--- src/rtl/mlaccel_memarb_pkg.sv ---
// Shared definitions for the main-memory arbiter: client tags, default geometry
// and the saturating smem wait-counter helper.
package mlaccel_memarb_pkg;

   typedef enum logic [1:0] {
      CL_NONE = 2'd0,
      CL_CMP  = 2'd1,
      CL_QPI  = 2'd2,
      CL_SEQ  = 2'd3
   } client_e;

   localparam int unsigned DEF_ADDR_W     = 16;
   localparam int unsigned DEF_DATA_W     = 64;
   localparam int unsigned DEF_RD_LAT     = 1;
   localparam int unsigned DEF_STARVE_MAX = 15;
   localparam int unsigned WAIT_W         = 8;

   typedef logic [WAIT_W-1:0] wait_cnt_t;

   function automatic wait_cnt_t wait_sat_inc(input wait_cnt_t cnt, input wait_cnt_t lim);
      wait_cnt_t res;
      if (cnt >= lim) begin
         res = lim;
      end else begin
         res = cnt + 8'd1;
      end
      return res;
   endfunction

endpackage

--- src/rtl/mlaccel_memarb_if.sv ---
// Bus bundle between the three memory clients, the arbiter and the memory port.
// slave = arbiter side, master = requesters plus memory model.
interface mlaccel_memarb_if
   import mlaccel_memarb_pkg::*;
#(
   parameter int unsigned ADDR_W = DEF_ADDR_W,
   parameter int unsigned DATA_W = DEF_DATA_W
);
   localparam int unsigned BE_W = DATA_W / 8;

   logic              c_ren;
   logic [BE_W-1:0]   c_wen;
   logic [ADDR_W-1:0] c_addr;
   logic [DATA_W-1:0] c_wdata;
   logic              c_done;

   logic              q_req;
   logic [BE_W-1:0]   q_wen;
   logic [ADDR_W-1:0] q_addr;
   logic [DATA_W-1:0] q_wdata;
   logic              q_gnt;
   logic              q_done;

   logic              s_req;
   logic [ADDR_W-1:0] s_addr;
   logic              s_gnt;
   logic              s_done;
   logic              s_starved;

   logic [DATA_W-1:0] rd_data;
   logic [ADDR_W-1:0] m_addr;
   logic [BE_W-1:0]   m_wen;
   logic [DATA_W-1:0] m_wdata;
   logic [DATA_W-1:0] m_rdata;

   modport slave (
      input  c_ren, c_wen, c_addr, c_wdata,
      output c_done,
      input  q_req, q_wen, q_addr, q_wdata,
      output q_gnt, q_done,
      input  s_req, s_addr,
      output s_gnt, s_done, s_starved,
      output rd_data, m_addr, m_wen, m_wdata,
      input  m_rdata
   );

   modport master (
      output c_ren, c_wen, c_addr, c_wdata,
      input  c_done,
      output q_req, q_wen, q_addr, q_wdata,
      input  q_gnt, q_done,
      output s_req, s_addr,
      input  s_gnt, s_done, s_starved,
      input  rd_data, m_addr, m_wen, m_wdata,
      output m_rdata
   );

endinterface

--- src/rtl/mlaccel_memarb_tagpipe.sv ---
// Client-tag delay line: a tag enters with each issued access and falls out of the
// last stage in the cycle the memory presents that access's read data.
module mlaccel_memarb_tagpipe
   import mlaccel_memarb_pkg::*;
#(
   parameter int unsigned DEPTH = 2
) (
   input  logic    i_clock,
   input  logic    i_resetn,
   input  client_e i_tag,
   output client_e o_tag,
   output logic    o_busy_qpi,
   output logic    o_busy_seq
);

   client_e r_stage [DEPTH];
   logic    w_busy_qpi;
   logic    w_busy_seq;

   always_ff @(posedge i_clock or negedge i_resetn) begin
      if (!i_resetn) begin
         for (int i = 0; i < int'(DEPTH); i++) begin
            r_stage[i] <= CL_NONE;
         end
      end else begin
         r_stage[0] <= i_tag;
         for (int i = 1; i < int'(DEPTH); i++) begin
            r_stage[i] <= r_stage[i-1];
         end
      end
   end

   // The final stage is the done cycle, so it does not hold its client off.
   always_comb begin
      w_busy_qpi = 1'b0;
      w_busy_seq = 1'b0;
      for (int i = 0; i < int'(DEPTH) - 1; i++) begin
         case (r_stage[i])
            CL_QPI:  w_busy_qpi = 1'b1;
            CL_SEQ:  w_busy_seq = 1'b1;
            default: begin end
         endcase
      end
   end

   assign o_tag      = r_stage[DEPTH-1];
   assign o_busy_qpi = w_busy_qpi;
   assign o_busy_seq = w_busy_seq;

endmodule

--- src/rtl/mlaccel_memarb.sv ---
// Single-port main-memory arbiter: compute has absolute priority, qmem beats smem
// unless smem has waited STARVE_MAX cycles. Winner is registered onto the memory port.
module mlaccel_memarb
   import mlaccel_memarb_pkg::*;
#(
   parameter int unsigned ADDR_W     = DEF_ADDR_W,
   parameter int unsigned DATA_W     = DEF_DATA_W,
   parameter int unsigned RD_LAT     = DEF_RD_LAT,
   parameter int unsigned STARVE_MAX = DEF_STARVE_MAX
) (
   input  logic            i_clock,
   input  logic            i_resetn,
   mlaccel_memarb_if.slave io_bus
);

   localparam int unsigned BE_W       = DATA_W / 8;
   localparam int unsigned DEPTH      = RD_LAT + 1;
   localparam wait_cnt_t   STARVE_LIM = WAIT_W'(STARVE_MAX);

   logic              w_c_act;
   logic              w_q_elig;
   logic              w_s_elig;
   logic              w_q_busy;
   logic              w_s_busy;
   client_e           w_win;
   client_e           w_tag_done;

   wait_cnt_t         r_wait_cnt;
   wait_cnt_t         w_wait_nxt;
   logic              r_s_starved;

   logic [ADDR_W-1:0] r_m_addr;
   logic [BE_W-1:0]   r_m_wen;
   logic [DATA_W-1:0] r_m_wdata;
   logic [ADDR_W-1:0] w_nxt_addr;
   logic [BE_W-1:0]   w_nxt_wen;
   logic [DATA_W-1:0] w_nxt_wdata;

   assign w_c_act  = io_bus.c_ren | (|io_bus.c_wen);
   assign w_q_elig = io_bus.q_req & ~w_q_busy;
   assign w_s_elig = io_bus.s_req & ~w_s_busy;

   always_comb begin
      w_win = CL_NONE;
      if (w_c_act) begin
         w_win = CL_CMP;
      end else if (w_s_elig && r_s_starved) begin
         w_win = CL_SEQ;
      end else if (w_q_elig) begin
         w_win = CL_QPI;
      end else if (w_s_elig) begin
         w_win = CL_SEQ;
      end else begin
         w_win = CL_NONE;
      end
   end

   // Idle cycles hold the address and data and only clear the byte enables.
   always_comb begin
      w_nxt_addr  = r_m_addr;
      w_nxt_wen   = {BE_W{1'b0}};
      w_nxt_wdata = r_m_wdata;
      case (w_win)
         CL_CMP: begin
            w_nxt_addr  = io_bus.c_addr;
            w_nxt_wen   = io_bus.c_wen;
            w_nxt_wdata = io_bus.c_wdata;
         end
         CL_QPI: begin
            w_nxt_addr  = io_bus.q_addr;
            w_nxt_wen   = io_bus.q_wen;
            w_nxt_wdata = io_bus.q_wdata;
         end
         CL_SEQ: begin
            w_nxt_addr  = io_bus.s_addr;
         end
         default: begin end
      endcase
   end

   always_comb begin
      w_wait_nxt = r_wait_cnt;
      if (w_win == CL_SEQ) begin
         w_wait_nxt = 8'd0;
      end else if (w_s_elig) begin
         w_wait_nxt = wait_sat_inc(r_wait_cnt, STARVE_LIM);
      end else begin
         w_wait_nxt = r_wait_cnt;
      end
   end

   always_ff @(posedge i_clock or negedge i_resetn) begin
      if (!i_resetn) begin
         r_m_addr    <= {ADDR_W{1'b0}};
         r_m_wen     <= {BE_W{1'b0}};
         r_m_wdata   <= {DATA_W{1'b0}};
         r_wait_cnt  <= 8'd0;
         r_s_starved <= 1'b0;
      end else begin
         r_m_addr    <= w_nxt_addr;
         r_m_wen     <= w_nxt_wen;
         r_m_wdata   <= w_nxt_wdata;
         r_wait_cnt  <= w_wait_nxt;
         r_s_starved <= (w_wait_nxt == STARVE_LIM);
      end
   end

   mlaccel_memarb_tagpipe #(
      .DEPTH (DEPTH)
   ) u_tagpipe (
      .i_clock    (i_clock),
      .i_resetn   (i_resetn),
      .i_tag      (w_win),
      .o_tag      (w_tag_done),
      .o_busy_qpi (w_q_busy),
      .o_busy_seq (w_s_busy)
   );

   assign io_bus.q_gnt     = i_resetn & (w_win == CL_QPI);
   assign io_bus.s_gnt     = i_resetn & (w_win == CL_SEQ);
   assign io_bus.c_done    = (w_tag_done == CL_CMP);
   assign io_bus.q_done    = (w_tag_done == CL_QPI);
   assign io_bus.s_done    = (w_tag_done == CL_SEQ);
   assign io_bus.s_starved = r_s_starved;
   assign io_bus.rd_data   = io_bus.m_rdata;
   assign io_bus.m_addr    = r_m_addr;
   assign io_bus.m_wen     = r_m_wen;
   assign io_bus.m_wdata   = r_m_wdata;

endmodule

--- src/flat_wrapper.sv ---
// flat-port wrapper written by rule: the top's interface ports become plain ports
module mlaccel_memarb_flat import mlaccel_memarb_pkg::*;
#(
   parameter int unsigned ADDR_W     = DEF_ADDR_W,
   parameter int unsigned DATA_W     = DEF_DATA_W,
   parameter int unsigned RD_LAT     = DEF_RD_LAT,
   parameter int unsigned STARVE_MAX = DEF_STARVE_MAX
)
  (i_clock, i_resetn, io_bus_c_ren, io_bus_c_wen, io_bus_c_addr, io_bus_c_wdata, io_bus_c_done, io_bus_q_req, io_bus_q_wen, io_bus_q_addr, io_bus_q_wdata, io_bus_q_gnt, io_bus_q_done, io_bus_s_req, io_bus_s_addr, io_bus_s_gnt, io_bus_s_done, io_bus_s_starved, io_bus_rd_data, io_bus_m_addr, io_bus_m_wen, io_bus_m_wdata, io_bus_m_rdata);
  mlaccel_memarb_if #(.ADDR_W(ADDR_W), .DATA_W(DATA_W)) io_bus_i ();
  input  logic i_clock;
  input  logic i_resetn;
  input wire logic [$bits(io_bus_i.c_ren)-1:0] io_bus_c_ren;
  input wire logic [$bits(io_bus_i.c_wen)-1:0] io_bus_c_wen;
  input wire logic [$bits(io_bus_i.c_addr)-1:0] io_bus_c_addr;
  input wire logic [$bits(io_bus_i.c_wdata)-1:0] io_bus_c_wdata;
  output wire logic [$bits(io_bus_i.c_done)-1:0] io_bus_c_done;
  input wire logic [$bits(io_bus_i.q_req)-1:0] io_bus_q_req;
  input wire logic [$bits(io_bus_i.q_wen)-1:0] io_bus_q_wen;
  input wire logic [$bits(io_bus_i.q_addr)-1:0] io_bus_q_addr;
  input wire logic [$bits(io_bus_i.q_wdata)-1:0] io_bus_q_wdata;
  output wire logic [$bits(io_bus_i.q_gnt)-1:0] io_bus_q_gnt;
  output wire logic [$bits(io_bus_i.q_done)-1:0] io_bus_q_done;
  input wire logic [$bits(io_bus_i.s_req)-1:0] io_bus_s_req;
  input wire logic [$bits(io_bus_i.s_addr)-1:0] io_bus_s_addr;
  output wire logic [$bits(io_bus_i.s_gnt)-1:0] io_bus_s_gnt;
  output wire logic [$bits(io_bus_i.s_done)-1:0] io_bus_s_done;
  output wire logic [$bits(io_bus_i.s_starved)-1:0] io_bus_s_starved;
  output wire logic [$bits(io_bus_i.rd_data)-1:0] io_bus_rd_data;
  output wire logic [$bits(io_bus_i.m_addr)-1:0] io_bus_m_addr;
  output wire logic [$bits(io_bus_i.m_wen)-1:0] io_bus_m_wen;
  output wire logic [$bits(io_bus_i.m_wdata)-1:0] io_bus_m_wdata;
  input wire logic [$bits(io_bus_i.m_rdata)-1:0] io_bus_m_rdata;
  assign io_bus_i.c_ren = io_bus_c_ren;
  assign io_bus_i.c_wen = io_bus_c_wen;
  assign io_bus_i.c_addr = io_bus_c_addr;
  assign io_bus_i.c_wdata = io_bus_c_wdata;
  assign io_bus_c_done = io_bus_i.c_done;
  assign io_bus_i.q_req = io_bus_q_req;
  assign io_bus_i.q_wen = io_bus_q_wen;
  assign io_bus_i.q_addr = io_bus_q_addr;
  assign io_bus_i.q_wdata = io_bus_q_wdata;
  assign io_bus_q_gnt = io_bus_i.q_gnt;
  assign io_bus_q_done = io_bus_i.q_done;
  assign io_bus_i.s_req = io_bus_s_req;
  assign io_bus_i.s_addr = io_bus_s_addr;
  assign io_bus_s_gnt = io_bus_i.s_gnt;
  assign io_bus_s_done = io_bus_i.s_done;
  assign io_bus_s_starved = io_bus_i.s_starved;
  assign io_bus_rd_data = io_bus_i.rd_data;
  assign io_bus_m_addr = io_bus_i.m_addr;
  assign io_bus_m_wen = io_bus_i.m_wen;
  assign io_bus_m_wdata = io_bus_i.m_wdata;
  assign io_bus_i.m_rdata = io_bus_m_rdata;
  mlaccel_memarb #(.ADDR_W(ADDR_W), .DATA_W(DATA_W), .RD_LAT(RD_LAT), .STARVE_MAX(STARVE_MAX)) u_core (.i_clock(i_clock), .i_resetn(i_resetn), .io_bus(io_bus_i));
endmodule
--- config.mk ---
export PLATFORM = sky130hd
export DESIGN_NAME = mlaccel_memarb_flat
export DESIGN_NICKNAME = d
export VERILOG_FILES = /design/src/rtl/mlaccel_memarb_pkg.sv /design/src/rtl/mlaccel_memarb_if.sv /design/src/rtl/mlaccel_memarb_tagpipe.sv /design/src/rtl/mlaccel_memarb.sv /design/src/flat_wrapper.sv
export SDC_FILE = /design/constraint.sdc
export NUM_CORES = 1
export LEC_CHECK = 0
export CAP_MARGIN = 40
export CORE_AREA = 2 2 162 164
export CTS_CLUSTER_DIAMETER = 40
export DETAILED_ROUTE_END_ITERATION = 8
export DIE_AREA = 0 0 164 166
export PLACE_DENSITY_LB_ADDON = 0.15
export SETUP_SLACK_MARGIN = 0.5
export SYNTH_ARGS = -nofsm -noshare
export SYNTH_HDL_FRONTEND = slang
export SYNTH_HIERARCHICAL = 1
export SYNTH_SLANG_ARGS = --single-unit
--- constraint.sdc ---
create_clock -name i_clock -period 3.71 [get_ports i_clock]
set_input_delay 0.742 -clock i_clock [delete_from_list [all_inputs] [get_ports i_clock]]
set_output_delay 0.742 -clock i_clock [all_outputs]
set_load 0.01 [all_outputs]
* Word level (Yosys, flattened, before mapping) *
Cells that the tools add are included.

storage, ports and cells
  bits in writable memories = 0
  logic and storage cells = 41
  bits of input ports = 261
  output and inout bits = 158
  bits in read-only memories = 0
  memories = 0
  latch bits = 0
  register bits = 101

operators by class
  div/mod/pow operators = 0
  reduce and logical (&&, ||, !) cells = 4
  $lt $le $gt $ge = 1
  add/subtract/negate cells = 1
  multiplexer cells = 12
  bitwise operators = 7
  shift-type cells = 0
  multipliers = 0
  equal/unequal tests = 9

operator list
  kind                                                               count
  one-hot mux 64 bit (2 select lines)                                1
  one-hot mux 16 bit (3 select lines)                                1
  two-way mux 8 bit                                                  3
  one-hot mux 8 bit (2 select lines)                                 1
  equality test 2 bit, second input constant                         6
  adder 8 x 1 -> 8 bit, second input constant                        1
  equality test 8 x 4 -> 1 bit, second input constant                1
  greater-or-equal comparator 8 x 4 -> 1 bit, second input constant  1
  two-way mux 2 bit                                                  4
  OR reduction 8 bit                                                 1
  AND 1 bit                                                          4
  equality test 2 x 1 -> 1 bit, second input constant                2
  nonzero test 3 bit                                                 1
  two-way mux 1 bit                                                  2
  NOT 1 bit                                                          2
  nonzero test 2 bit                                                 1
  logical AND 1 bit                                                  1
  bitwise OR 1 bit                                                   1

* Longest topological paths before layout *
  depth in word-level cells = 11
  depth in mapped cells = 7

* Modules after synthesis *
Netlist, hierarchy kept.

by module, submodules not included
  module                  times used  area an instance (sq um)  seq. area each (sq um)  cells each
  mlaccel_memarb          1           5256.3                    2427.3                  513
  mlaccel_memarb_tagpipe  1           131.4                     100.1                   8

* Worst setup path after synthesis *
OpenSTA, ideal clock, no wires.

  path kind = input to output
  start = input io_bus_c_wen[6]
  end = output io_bus_q_gnt
  path slack = 1.327 ns
  arrival time = 1.641 ns
  path buffers = 1
  stages = 5
  cells stage by stage = nor4_1 nand3_1 buf_6 nor2_4 and2_1

on the way
  word-level cells in the longest chain between the ends = 5

RTL lines
  element              line                   RTL
  start: declaration   flat_wrapper.sv:14     input wire logic [$bits(io_bus_i.c_wen)-1:0] io_bus_c_wen;
  OR reduction 8 bit   mlaccel_memarb.sv:39   assign w_c_act = io_bus.c_ren | (|io_bus.c_wen);
  bitwise OR 1 bit     mlaccel_memarb.sv:39
  two-way mux 2 bit    mlaccel_memarb.sv:45   if (w_c_act) begin
  equality test 2 bit  mlaccel_memarb.sv:119  assign io_bus.q_gnt = i_resetn & (w_win == CL_QPI);
  AND 1 bit            mlaccel_memarb.sv:119
  end: declaration     flat_wrapper.sv:22     output wire logic [$bits(io_bus_i.q_gnt)-1:0] io_bus_q_gnt;

No other way between the ends.

* Worst setup path after layout *
Same ends and word-level chain as after synthesis.

==> run summary <==
The flow ran to the end, and the final reports show no timing, DRC or antenna violations. The mapped cell area came out at between 0.005 and 0.006 sq mm. The vertical die dimension is around 170 um.

The count of buffers from port buffering is 290. Among all stages on the critical path, the largest delay is contributed by sky130_fd_sc_hd__clkdlybuf4s50_1. The repair_antennas step left the layout with diodes totalling 0. The switching power of the nets is 0.000823 W. The hold violation count in the final report is 0.

Summed over all layers, the routed wires come to around 17 mm. The maximum achievable frequency is 325 MHz. In this run the remaining antenna-violating nets after routing total 0. The number of setup buffers added after CTS came out at 0. The worst hold slack after final layout is 0.223 ns. After the first detailed-routing iteration, the DRC count stood at roughly 180. The die is 164 um wide.

Global routing used about 22% of the available met2 tracks. Setup repair after global routing left no endpoint under its margin. After clock tree synthesis, the clock-pin slew on the worst setup and hold paths is 0.07 ns.

The number of antenna violations at the first check in global routing was 0. The number of cells on the worst reg-to-reg path is 6. The count of different cell masters after synthesis came out at 43. The number of clock sinks seen by CTS came out at approximately 100. The synthesized net count came out at 783.

Entering global routing, the biggest net connects 81 pins. The total overflow left after global routing is 0. In this run switching power makes up between 20% and 30% of total power. The number of global-route vias before repair is 4734. For the worst setup path, the data required time is 2.97 ns. The delay of the slowest critical-path stage is about 0.44 ns. The congestion estimate from routability-driven global placement came to 0.711. In this run the tightest slew margin relative to its limit is 47.9%. The count of nets after finishing is 999. Dividing the detail-routed wire length by the instance count gives about 16 um. The signal on the critical path passes through clkdlybuf4s50_1, nor4_2, buf_4, nand3_4, nor2_4, and2_1, dlygate4sd2_1.

The area growth from synthesis to layout came out at 55.2%. Global routing used between 10% and 20% of the available tracks across all layers. The number of register bits inferred by synthesis is 101.

The TritonCTS clock tree is yes. The clock group share of total power came out at 31.0%. The sequential cell area fraction in the yosys report came out at 46.9%. The placed instance count is 1061.

The critical-path maximum fanout is 4. The number of maximum-capacitance violations is 0. The global-route wire length before repair came out at 26.1 mm. The cell count after synthesis came out at about 520. The clock period minus final worst setup slack is 3.07 ns. The average footprint of a synthesized cell is 10.3 sq um. For this run, global-route usage on met1 was measured as 13.9%. The total CTS buffers came out at 9. The initial cell density of the core is a little over a fifth.

Summing over every cut layer, the via total after detailed routing is between 4000 and 5000. The post-route clock skew is 0.00853 ns. CTS placed an instance of sky130_fd_sc_hd__clkbuf_16 at the clock tree root. The worst-skew pair later-pin latency came out at 0.35 ns. Data on the critical path arrives at its endpoint at 2.33 ns.

The class of the most critical setup path is in2out. The cell area after placement came out at 0.00808 sq mm. The area of the die is 0.0272 sq mm. For the pin with the worst max-slew slack, the measured transition is between 0.7 and 0.8 ns. The deepest clock path buffer count came out at 2. Once detailed placement completed, the half-perimeter wirelength came to 13.1 mm. VDD sags by at most 0.000136 V. In this run the core area contains 59 standard-cell rows. The final non-filler cell total came out at between 1000 and 1500.

The worst setup path is launched from an input pin. The kind of cell with the highest combined delay along the critical path is buffers and inverters. The region available for standard cell placement spans 0.0256 sq mm. The ratio of cells with drive above 1 in the final layout is 8.09%. The post-route cell area came out at 0.00836 sq mm.

The worst setup path is captured at an output pin. The combinational share of power is 26.5%. Before antenna repair, the detailed router went through 4 iterations. The total of warnings raised by yosys is 6. The worst hold path belongs to the class in2async. The max-slew violation count is 0. The total internal power is about 0.0021 W. In this run the critical register-to-register path is launched from u_core/u_tagpipe/r_stage[3]$_DFF_PN0_. The ratio of final minimum period to clock period came out at 82.9%. The combined buffer and inverter count along the critical path came out at 3. In this run the most used layer during global routing was met2.

The share of Yosys cell area claimed by the top area cell type is 46.9%. After detailed routing, the number of remaining DRC violations is 0. In this run the number of H-tree levels came out at 3. The sequential share of power came out at 42.5%. The number of vias per cell came out at 4.18.

In this run the critical register-to-register path is captured at u_core/io_bus.m_addr[8]$_DFFE_PN0P_. For this design the ratio of total power to cell area is roughly 350 mW/mm^2. Summing internal, switching and leakage power gives ~0.0029 W. The final total negative setup slack came out at 0 ns. In this run the register-to-register setup slack is 1.69 ns. The biggest area contributor in the post-synthesis netlist is sky130_fd_sc_hd__dfrtp_1.

The setup violation total in the final timing report is 0. For this design the top-level I/O count stands at between 400 and 500. The leakage power total is 3.62 nW. The fraction of met3 tracks used by global routing came out at 4.47%. After synthesis, the cell types taking the most area are sky130_fd_sc_hd__dfrtp_1, sky130_fd_sc_hd__mux2i_1, sky130_fd_sc_hd__buf_4.
timing repair:
item,4_1_cts,5_1_grt
pin swaps,0,0
hold buffers,0,0
resized for setup,3,1
endpoints found under the setup margin,2,2
cells in the mapped netlist (all sizes together):
master / n
o21ai: 65
nand2b: 3
nor4: 1
nor2: 23
nand3: 5
a21o: 9
o311a: 1
or3: 1
and3: 1
xnor2: 1
nand4: 3
ha: 1
xor2: 3
buf: 94
or2b: 1
nor3: 5
nor2b: 3
o22ai: 16
a21oi: 3
nor3b: 2
dfrtp: 101
a311oi: 1
clkbuf: 2
o31ai: 16
o31a: 1
nand2: 83
and4bb: 1
and2b: 1
and2: 8
mux2i: 64
a211oi: 2
power by group through the flow:
stage	registers, W	clock network, W	logic [W]
floorplan	0.00128	0	0.000414
global placement	0.00126	0	0.000784
detailed placement	0.00126	0	0.000785
CTS	0.00124	0.000963	0.000789
global route	0.00125	0.00101	0.000850
finish	0.00124	0.000907	0.000777
area by class of cell:
class / instances / area [sq um]
multi-input cells: 324 / 2150
flip-flops and latches: 101 / 2530
clock inverters: 5 / 36.3
fillers: 2596 / 17300
clock buffers: 11 / 243
repair buffers: 301 / 2990
well taps: 335 / 419
per-layer routing:
layer	share of wire [%]	up-vias	routed length, um
met4	1.9	0	334
met2	50	225	8550
li1	-	2163	-
met3	9.0	28	1560
met1	40	2087	6830
met5	0	-	0
worst max-delay path by stage:
stage	startpoint	end	slack [ns]	cells past startpoint
finish	io_bus_c_wen[6]	io_bus_q_gnt	0.64	7
global route	io_bus_c_wen[6]	io_bus_q_gnt	0.52	7
CTS	io_bus_c_wen[6]	io_bus_q_gnt	0.59	7
detailed placement	io_bus_c_wen[5]	io_bus_s_gnt	0.31	6
global placement	io_bus_c_wen[6]	io_bus_q_gnt	0.28	7
floorplan	io_bus_c_wen[6]	io_bus_q_gnt	1.33	5
sequential cells by signal, summed over array words and instances (netlist names):
name	cells
u_core/io_bus.m_addr	16
u_core/io_bus.m_wdata	64
u_core/io_bus.m_wen	8
u_core/io_bus.s_starved	1
u_core/r_wait_cnt	8
u_core/u_tagpipe/o_tag	2
u_core/u_tagpipe/r_stage	2
metrics by stage:
step                utilization (%)  setup slack [ns]
CTS                            32.6             0.589
detailed placement             31.5             0.305
floorplan                         -              1.33
finish                         32.7             0.635
global placement               31.5             0.277
global route                   32.7             0.515
cell usage in the layout (no fill, tap or decap), drive strengths merged:
master and n:
clkdlybuf4s50 287, dfrtp 101, nand2 83, o21ai 65, mux2i 64, nor2 23
o22ai 16, o31ai 16, buf 12, clkbuf 11, a21o 9, and2 8
nor3 5, nand3 5, clkinvlp 3, xor2 3, nand4 3, nand2b 3
a21oi 3, nor2b 3, dlygate4sd2 2, a211oi 2, nor3b 2, clkinv 2
nor4 1, or2b 1, and3 1, or3 1, o31a 1, xnor2 1
and4bb 1, o311a 1, a311oi 1, ha 1, and2b 1
cells by family after synthesis:
logic type,share of synthesized area [%]
multiplexers,11.9
buffers and inverters,13.8
adder cells (fa/ha/maj),0.232
AO/OA/AOI/OAI,14.1
XOR/XNOR,0.650
AND/OR/NAND/NOR,12.4
flip-flops,46.9
Power figures use the tool's default switching activity.
